[src/rtl/dmem_ctrl_pkg.sv]
// Shared types and helpers for the data-memory APB controller.
// Holds the funct3 encodings, the FSM state type and the lane/strobe helper functions.
package dmem_ctrl_pkg;

  localparam logic [2:0] LB  = 3'b000;
  localparam logic [2:0] LH  = 3'b001;
  localparam logic [2:0] LW  = 3'b010;
  localparam logic [2:0] LBU = 3'b100;
  localparam logic [2:0] LHU = 3'b101;
  localparam logic [2:0] SB  = 3'b000;
  localparam logic [2:0] SH  = 3'b001;
  localparam logic [2:0] SW  = 3'b010;

  typedef enum logic [2:0] {
    S_IDLE,
    S_SETUP,
    S_ACCESS,
    S_RESP,
    S_ERR
  } state_t;

  function automatic logic [3:0] strb_gen(input logic [2:0] funct3, input logic [1:0] addr);
    case (funct3)
      SB:      return 4'b0001 << addr;
      SH:      return 4'b0011 << addr;
      SW:      return 4'b1111;
      default: return 4'b0000;
    endcase
  endfunction

  // Narrow stores place the datum on every lane so the strobes alone pick the target bytes.
  function automatic logic [31:0] wdata_rep(input logic [2:0] funct3, input logic [31:0] wdata);
    case (funct3)
      SB:      return {4{wdata[7:0]}};
      SH:      return {2{wdata[15:0]}};
      default: return wdata;
    endcase
  endfunction

  function automatic logic [31:0] load_ext(input logic [2:0] funct3, input logic [1:0] addr,
                                           input logic [31:0] word);
    logic [7:0]  b;
    logic [15:0] h;
    b = 8'(word >> {addr, 3'b000});
    h = 16'(word >> {addr[1], 4'b0000});
    case (funct3)
      LB:      return {{24{b[7]}}, b};
      LBU:     return {24'b0, b};
      LH:      return {{16{h[15]}}, h};
      LHU:     return {16'b0, h};
      default: return word;
    endcase
  endfunction

endpackage

[src/rtl/dmem_apb_ctrl_rr_arb2.sv]
// Two-way round-robin arbiter; the pointer names the favoured port when both request
// and flips to the other port after every grant.
module rr_arb2 (
  input  logic       clk_i,
  input  logic       rst_ni,
  input  logic [1:0] req,
  input  logic       advance,
  output logic [1:0] gnt
);

  logic ptr;

  always_comb begin
    gnt = 2'b00;
    case (req)
      2'b01:   gnt = 2'b01;
      2'b10:   gnt = 2'b10;
      2'b11:   gnt = ptr ? 2'b10 : 2'b01;
      default: gnt = 2'b00;
    endcase
  end

  always_ff @(posedge clk_i or negedge rst_ni) begin
    if (!rst_ni) begin
      ptr <= 1'b0;
    end else if (advance) begin
      ptr <= ~gnt[1];
    end
  end

endmodule

[src/rtl/dmem_apb_ctrl.sv]
// Two-requester APB master for the data memory: arbitration, alignment checks,
// strobe/lane generation on stores and lane extraction with extension on loads.
module dmem_apb_ctrl
  import dmem_ctrl_pkg::*;
#(
  parameter int DMEM_W  = 11,
  parameter int TIMEOUT = 16
) (
  input  logic             clk_i,
  input  logic             rst_ni,
  input  logic [1:0]       req_valid_i,
  output logic [1:0]       req_ready_o,
  input  logic [1:0]       req_we_i,
  input  logic [1:0][31:0] req_addr_i,
  input  logic [1:0][31:0] req_wdata_i,
  input  logic [1:0][2:0]  req_funct3_i,
  output logic [1:0]       rsp_valid_o,
  output logic [31:0]      rsp_rdata_o,
  output logic             rsp_err_o,
  output logic [DMEM_W-1:0] paddr_o,
  output logic             psel_o,
  output logic             penable_o,
  output logic             pwrite_o,
  output logic [31:0]      pwdata_o,
  output logic [3:0]       pstrb_o,
  output logic [2:0]       sel_mod_o,
  input  logic [31:0]      prdata_i,
  input  logic             pready_i
);

  localparam int CNT_W = $clog2(TIMEOUT);

  state_t           state;
  logic             owner;
  logic             we_q;
  logic [2:0]       f3_q;
  logic [1:0]       lo_q;
  logic [CNT_W-1:0] tmo_cnt;

  logic [1:0]  gnt;
  logic        grant_any;
  logic        gp;
  logic        g_we;
  logic [31:0] g_addr;
  logic [31:0] g_wdata;
  logic [2:0]  g_f3;
  logic        g_illegal;
  logic        g_misalign;
  logic        unused_addr_hi;

  assign sel_mod_o = 3'b010;

  rr_arb2 u_arb (
    .clk_i   (clk_i),
    .rst_ni  (rst_ni),
    .req     (req_valid_i),
    .advance (grant_any),
    .gnt     (gnt)
  );

  assign grant_any   = rst_ni && (state == S_IDLE) && (|req_valid_i);
  assign req_ready_o = grant_any ? gnt : 2'b00;

  assign gp             = gnt[1];
  assign g_we           = req_we_i[gp];
  assign g_addr         = req_addr_i[gp];
  assign g_wdata        = req_wdata_i[gp];
  assign g_f3           = req_funct3_i[gp];
  assign unused_addr_hi = ^g_addr[31:DMEM_W];

  always_comb begin
    g_illegal = 1'b1;
    case (g_f3)
      LB, LH, LW, LBU, LHU: g_illegal = g_we && g_f3[2];
      default:              g_illegal = 1'b1;
    endcase
    g_misalign = ((g_f3[1:0] == 2'b01) && g_addr[0]) ||
                 ((g_f3[1:0] == 2'b10) && (g_addr[1:0] != 2'b00));
  end

  // APB and response outputs are all registered; response fields default to zero every cycle.
  always_ff @(posedge clk_i or negedge rst_ni) begin
    if (!rst_ni) begin
      state       <= S_IDLE;
      owner       <= 1'b0;
      we_q        <= 1'b0;
      f3_q        <= 3'b000;
      lo_q        <= 2'b00;
      tmo_cnt     <= '0;
      paddr_o     <= '0;
      psel_o      <= 1'b0;
      penable_o   <= 1'b0;
      pwrite_o    <= 1'b0;
      pwdata_o    <= 32'h0;
      pstrb_o     <= 4'h0;
      rsp_valid_o <= 2'b00;
      rsp_rdata_o <= 32'h0;
      rsp_err_o   <= 1'b0;
    end else begin
      rsp_valid_o <= 2'b00;
      rsp_rdata_o <= 32'h0;
      rsp_err_o   <= 1'b0;
      unique case (state)
        S_IDLE: begin
          if (grant_any) begin
            owner   <= gp;
            we_q    <= g_we;
            f3_q    <= g_f3;
            lo_q    <= g_addr[1:0];
            tmo_cnt <= '0;
            if (g_illegal || g_misalign) begin
              state       <= S_ERR;
              rsp_valid_o <= gp ? 2'b10 : 2'b01;
              rsp_err_o   <= 1'b1;
            end else begin
              state    <= S_SETUP;
              psel_o   <= 1'b1;
              pwrite_o <= g_we;
              paddr_o  <= g_addr[DMEM_W-1:0];
              pstrb_o  <= g_we ? strb_gen(g_f3, g_addr[1:0]) : 4'h0;
              pwdata_o <= g_we ? wdata_rep(g_f3, g_wdata) : 32'h0;
            end
          end
        end
        S_SETUP: begin
          penable_o <= 1'b1;
          state     <= S_ACCESS;
        end
        S_ACCESS: begin
          if (pready_i || (tmo_cnt == CNT_W'(TIMEOUT - 1))) begin
            state       <= S_RESP;
            tmo_cnt     <= '0;
            psel_o      <= 1'b0;
            penable_o   <= 1'b0;
            pwrite_o    <= 1'b0;
            paddr_o     <= '0;
            pstrb_o     <= 4'h0;
            pwdata_o    <= 32'h0;
            rsp_valid_o <= owner ? 2'b10 : 2'b01;
            rsp_err_o   <= !pready_i;
            rsp_rdata_o <= (pready_i && !we_q) ? load_ext(f3_q, lo_q, prdata_i) : 32'h0;
          end else begin
            tmo_cnt <= tmo_cnt + 1'b1;
          end
        end
        S_RESP: state <= S_IDLE;
        S_ERR:  state <= S_IDLE;
      endcase
    end
  end

endmodule

[config.mk]
export PLATFORM = sky130hd
export DESIGN_NAME = dmem_apb_ctrl
export DESIGN_NICKNAME = d
export VERILOG_FILES = /design/src/rtl/dmem_ctrl_pkg.sv /design/src/rtl/dmem_apb_ctrl_rr_arb2.sv /design/src/rtl/dmem_apb_ctrl.sv
export SDC_FILE = /design/constraint.sdc
export NUM_CORES = 1
export LEC_CHECK = 0
export CORE_MARGIN = 3
export CORE_UTILIZATION = 41
export CTS_CLUSTER_SIZE = 10
export DETAILED_ROUTE_END_ITERATION = 8
export PLACE_DENSITY = 0.87
export SLEW_MARGIN = 15
export SYNTH_ARGS = -nofsm -noshare
export SYNTH_HDL_FRONTEND = slang
export SYNTH_HIERARCHICAL = 1
export SYNTH_SLANG_ARGS = --single-unit
[constraint.sdc]
create_clock -name clk_i -period 3.1 [get_ports clk_i]
set_input_delay 0.62 -clock clk_i [delete_from_list [all_inputs] [get_ports clk_i]]
set_output_delay 0.62 -clock clk_i [all_outputs]
set_load 0.1 [all_outputs]
==> results by group, run 1 <==
Power and ir drop
  – Peak supply drop: 0.0007701 V
  – Clock power share: 13.0%
  – Flop pwr share: 24.5%
  – Pwr Density: 1076 nW/um2
  – Internal power: 3.549 mW
  – Overall power: 8.294 mW
  – Leakage: 3.619 nW
  – NetSw: 4.745 mW
  – Comb power frac: 62.4%
  – Sw Share: 57.21%

Drt
  – DRC violations left: 0
  – 1st-iter DRT viols: 646
  – Post-detailed-routing wire length: 16.88 mm
  – WL/cell: 17.92 um
  – Post-route ant nets: 0
  – Via Count: 5191
  – First-pass detailed-route iteration total: 6
  – Vias/cell: 5.511

Synth
  – Main combinational cell family by area after synthesis: compound AO/OA/AOI/OAI gates
  – Post-synthesis sequential area ratio: 47.63%
  – Synth area leader: dfrtp_1
  – Distinct cells, synth: 49
  – EDFF count, synth: 0
  – Synth Area in Compound Gates: 21.24%
  – Synth Cell Area: 5254 um2
  – Post-synthesis register bit count: 100
  – Synth Warn #: 6
  – Post-synthesis mux area share: 11.69%
  – Synthesized area per cell: 9.399 um2
  – Simple-gate share of the synthesized area: 12.10%
  – Mapped Cells: 559
  – XOR/XNOR share of the synthesized area: 0.1667%
  – Synth top area share: 47.63%
  – Top post-synthesis cells by area: dfrtp_1, mux2i_1, nand2_1, o31ai_1, a21oi_1
  – Synthesized-area fraction occupied by adder cells: 0.2382%
  – Synth Flop Type: dfrtp_1
  – Fraction of registers with async set/reset: 100.0%

Timing
  – Final Hold Viols: 0
  – Final setup violation count: 0
  – Tcrit/Tclk final: 90.08%
  – Final Critical Period: 2792 ps
  – Fin Setup TNS: 0 ps
  – RSZ-0062 raised after global routing: no
  – Max Slew Vio Count: 0
  – Setup Skew: 8.498 ps
  – WHS: 402.9 ps
  – Worst slew pin tran: 725.3 ps
  – Max Clock Freq: 358.1 MHz
  – Max_slew headroom: 51.65%

CTS
  – CTS Buffer Depth: 2
  – Worst-skew pair later-pin latency: 340 ps
  – CTS tree: yes
  – CTS Hold Bufs: 0
  – Clk Tree Root Cell: clkbuf_16
  – CTS resizes: 0
  – Clock sink total: 100
  – CTS Buf Count: 9
  – Setup Buffers After CTS: 0
  – Clock transition at the registers of the reported paths: 70 ps
  – H-Tree Depth: 3

Global routing
  – Largest net degree at the start of global routing: 60
  – Gr ovfl total: 0
  – Number of global-route vias before repair: 5128
  – Initial antenna violation count: 1
  – Global-route usage over all layers: 23.19%
  – First-pass GRT wire length: 26.42 mm

Min path
  – HP Class: primary input to async pin

Place
  – Placed cells: 926
  – Post-DP HPWL: 12.66 mm
  – Gpl congestion: 0.8861
  – Input/output buffers: 217

Finish
  – FF+latch area: 2502 um2
  – Non-Filler Instances: 942
  – Commonest cells after routing, fill and taps aside: clkdlybuf4s50_1, buf_4, dfrtp_1
  – Area Growth Syn to Fin: 46.68%
  – Commonest non-fill, non-tap cell in the layout: clkdlybuf4s50_1
  – Util after Layout: 62.85%
  – Multi-input logic area: 2407 um2
  – Layout cells sized above 1: 20.16%
  – # diodes: 0
  – Post-layout net count: 943
  – Fillers: 964

Setup path
  – Worst Path Max Fanout: 5
  – R2r setup slk: 680 ps
  – CP arrival: 2170 ps
  – CP Class: primary input to output port
  – CP Capture Type: output port
  – Crit path required time: 2480 ps
  – Startpoint types: primary input

Die
  – Die Span Y: 119.2 um
  – Die outline width: 119.2 um
  – Row count: 40
  – Starting density of the core: 42.85%
  – DIE AREA: 14210 um2
  – Core area: 12260 um2
  – Ports: 263

Flow run
  – Max-Cap Viols: 0

Outcome
  – Status: finished clean
state kept, by name, indices dropped and copies added, names as in the netlist, 2 cells and up:
name	count
lo_q	2
tmo_cnt	4
rsp_rdata_o	32
f3_q	3
state	3
paddr_o	11
pstrb_o	4
pwdata_o	32
rsp_valid_o	2
Yosys cell counts (6+ instances only):
cell type  count
dfrtp_1      100
nand2_1       82
a21oi_1       47
o21ai_0       44
o31ai_1       37
nor2_1        34
mux2i_1       33
inv_1         32
clkbuf_1      20
mux2_2        18
buf_2         12
nor3_1        11
o22ai_1        9
a221oi_1       8
a21o_1         7
buf_4          6
worst max-delay path, stage by stage:
cell             delay, ps
clkdlybuf4s50_1        500
o21ai_0                140
or3_1                  380
inv_1                  130
nand2_1                100
inv_1                  110
buf_12                 180
stage by stage:
step                      area (um2)  setup WS, ps
after floorplan                 5258         27.07
after global placement          7417        -6.482
after detailed placement        7417        -93.98
after CTS                       7701         276.0
after global routing            7706         150.9
final                           7706         307.5
power groups by stage:
stage	Sequential [mW]	Clock (mW)	Combinational [mW]
finish	2.04	1.08	5.18
global route	2.09	1.15	5.42
CTS	2.03	1.10	5.16
detailed placement	2.05	0	5.15
global placement	2.03	0	5.06
floorplan	4.45	0	1.48
layout make-up:
class	count	area share [%]
repair buffers	241	28.32
multi-input cells	385	31.24
clock buffers	9	2.923
well taps	168	2.728
inverters	32	1.559
clock inverters	7	0.7631
flip-flops and latches	100	32.47
routing by layer:
metal  part of all wire [%]  vias up  global-route usage (%)
met1                     40     2460                   30.02
met5                  0.041        -                       0
met2                     48      295                   37.05
li1                       -     2388                       -
met3                    8.8       46                   6.220
met4                    3.1        2                   9.124
worst paths after layout:
check / from / end / cells past startpoint
min in group clk_i: paddr_o[4]$_DFFE_PN0P_ / paddr_o[4]$_DFFE_PN0P_ / 2
max in group asynchronous: rst_ni / state[0]$_DFFE_PN0P_ / 3
max: req_valid_i[1] / req_ready_o[1] / 7
max reg2reg: u_arb/ptr$_DFFE_PN0P_ / pstrb_o[0]$_DFFE_PN0P_ / 8
min: rst_ni / rsp_rdata_o[29]$_DFF_PN0_ / 2
min reg2reg: paddr_o[4]$_DFFE_PN0P_ / paddr_o[4]$_DFFE_PN0P_ / 2
cells by family (layout without fill, tap and decap cells):
kind of cell	count (synthesis)	after routing
other	2	3
AND/OR/NAND/NOR	149	149
multiplexers	55	55
adder cells (fa/ha/maj)	1	1
buffers and inverters	75	289
flip-flops	100	100
XOR/XNOR	1	1
AO/OA/AOI/OAI	176	176
No activity file was read; power rests on OpenSTA's default activity.
==> run 2, diff against run 1 <==
- ABC_AREA: default -> 1
- CORE_UTILIZATION: 41 -> 42
==> run 2 against run 1 <==
Register-to-register slack gained 210 ps. Via count up 17%. Clock skew decreased by 1.1 ps. Combinational power decreased by 0.8%. Critical endpoint unchanged. Core utilization up 0.36 points. Routed wire length up 4.9%. First-iteration DRC count down 27%. Critical path depth decreased by 1. Largest cell class is now multi-input combinational cells. Synthesized cell count up 45%.
==> results by group, run 2 <==
Outcome
  – Status: finished clean

Global routing
  – Global-route usage over all layers: 24.03%
  – Gr ovfl total: 0
  – Initial antenna violation count: 0
  – Largest net degree at the start of global routing: 54
  – Number of global-route vias before repair: 5712
  – First-pass GRT wire length: 28.01 mm

Place
  – Placed cells: 1181
  – Gpl congestion: 0.8873
  – Input/output buffers: 217
  – Post-DP HPWL: 13.36 mm
  – Placed Area: 7823 um2

Timing
  – Max_slew headroom: 52.21%
  – Tcrit/Tclk final: 83.57%
  – RSZ-0062 raised after global routing: no
  – Fin Setup TNS: 0 ps
  – Max Clock Freq: 386.0 MHz
  – Worst slew pin tran: 714.2 ps
  – Final setup violation count: 0
  – Final Critical Period: 2591 ps
  – Setup Skew: 7.415 ps
  – Max Slew Vio Count: 0
  – Final Hold Viols: 0

Synth
  – EDFF count, synth: 0
  – Synth Cell Area: 5623 um2
  – Top post-synthesis cells by count: nand2_1, dfrtp_1, nor2_1, inv_1, o21ai_0
  – Synth Flop Type: dfrtp_1
  – Synth Warn #: 6
  – Fraction of registers with async set/reset: 100.0%
  – Distinct cells, synth: 36
  – Synth top area share: 44.50%
  – Synth area leader: dfrtp_1
  – Synthesized area per cell: 6.925 um2
  – Mapped Cells: 812
  – Post-synthesis sequential area ratio: 44.50%
  – Most common cell in the synthesized netlist: nand2_1
  – Post-synthesis register bit count: 100
  – Top post-synthesis cells by area: dfrtp_1, nand2_1, nor2_1, o21ai_0, nand3_1

Power and ir drop
  – Overall power: 8.211 mW
  – Leakage: 4.348 nW
  – Peak supply drop: 0.0004820 V
  – Pwr Density: 1009 nW/um2

Setup path
  – Startpoint types: primary input
  – Crit path required time: 2480 ps
  – CP Capture Type: output port
  – CP arrival: 1970 ps
  – CP Class: primary input to output port
  – Worst Path Max Fanout: 13

CTS
  – CTS Hold Bufs: 0
  – Clock sink total: 100
  – H-Tree Depth: 3
  – Clk Tree Root Cell: clkbuf_16
  – CTS resizes: 0
  – Setup Buffers After CTS: 0
  – CTS Buf Count: 9
  – Worst-skew pair later-pin latency: 340 ps
  – Clock transition at the registers of the reported paths: 70 ps
  – CTS Buffer Depth: 2
  – CTS tree: yes

Drt
  – Vias/cell: 5.061
  – 1st-iter DRT viols: 469
  – DRC violations left: 0
  – First-pass detailed-route iteration total: 6
  – Via Count: 6058
  – WL/cell: 14.80 um
  – Post-route ant nets: 0
  – Post-detailed-routing wire length: 17.71 mm

Finish
  – FF+latch area: 2502 um2
  – # diodes: 0
  – Commonest cells after routing, fill and taps aside: nand2_1, clkdlybuf4s50_1, buf_4
  – Largest registers: pwdata_o x32, rsp_rdata_o x32, paddr_o x11
  – Fillers: 1158
  – Non-Filler Instances: 1197
  – Area Growth Syn to Fin: 44.75%
  – Commonest non-fill, non-tap cell in the layout: nand2_1
  – Layout cells sized above 1: 14.05%
  – Post-route cell area: 8139 um2
  – Multi-input logic area: 2618 um2
  – Post-layout net count: 1194

Flow run
  – Max-Cap Viols: 0

Die
  – Row count: 41
  – Ports: 263
  – Die Span Y: 121.7 um
  – Core area: 12880 um2
  – Starting density of the core: 43.67%
  – Die outline width: 121.7 um
  – DIE AREA: 14810 um2

Min path
  – HP Class: primary input to async pin
==> run 2: cell types whose count changed after synthesis, moves of 13 or more <==
cell,delta
nand3_1,+57
o21ai_0,+17
inv_1,+42
a21oi_1,-13
nand2_1,+200
nor2_1,+58
mux2_2,-18
mux2i_1,-33
o31ai_1,-35
==> run 2: power breakdown <==
group          switching, mW  internal [mW]  total (mW)
Clock                  0.490          0.709        1.20
Combinational           3.91           1.23        5.14
Sequential             0.207           1.67        1.87
==> run 2: layout make-up <==
cell class,instances,share of cell area [%]
Clock inverter,6,1.076
Timing Repair Buffer,241,26.96
Clock buffer,10,2.813
Sequential cell,100,30.75
Inverter,78,3.597
Tap cell,172,2.644
Multi-Input combinational cell,590,32.16
==> run 2: cell families after synthesis <==
kind of cell / Yosys count / share of synthesized area [%]
fa+ha+maj: 1 / 0.2225
other cells: 2 / 0.1336
buf+inv: 123 / 9.234
flops: 100 / 44.50
xor+xnor: 2 / 0.3116
compound gates: 115 / 11.17
simple gates: 469 / 34.42
==> run 2: layer usage <==
layer	share of wire, %	wire length [um]	GRT usage [%]
met4	3.1	544	10.57
met2	47	8364	38.89
met3	8.0	1412	4.735
met1	42	7392	31.36
met5	0	0	0
==> run 2: path summary, 6_finish.rpt <==
kind                                         startpoint                        to  slack, ps  depth (start not counted)
max in group asynchronous                        rst_ni  pwdata_o[17]$_DFFE_PN0P_       1610                          3
worst max register to register    u_arb/ptr$_DFFE_PN0P_  pwdata_o[20]$_DFFE_PN0P_        890                         12
worst min register to register  pwdata_o[1]$_DFFE_PN0P_   pwdata_o[1]$_DFFE_PN0P_        470                          2
min in group clk_i              pwdata_o[1]$_DFFE_PN0P_   pwdata_o[1]$_DFFE_PN0P_        470                          2
worst max-delay path                     req_valid_i[1]            req_ready_o[1]        510                          6
worst min-delay path                             rst_ni     u_arb/ptr$_DFFE_PN0P_        390                          2
==> run 2: through the flow <==
stage | utilization [%] | hold slack [ps] | setup WS [ps]
global route | 63.21 | 453.7 | 188.2
detailed placement | 60.75 | 460.0 | 187.1
global placement | 60.75 | 456.0 | 236.9
CTS | 63.21 | 413.7 | 507.3
floorplan | - | 324.4 | 106.7
finish | 63.21 | 385.6 | 509.4
==> run 2: worst max-delay path, cell delays in order <==
cell             delay [ps]
clkdlybuf4s50_1         520
nand2_1                 110
nand2_2                 180
inv_2                   140
nor2_2                  200
buf_12                  200
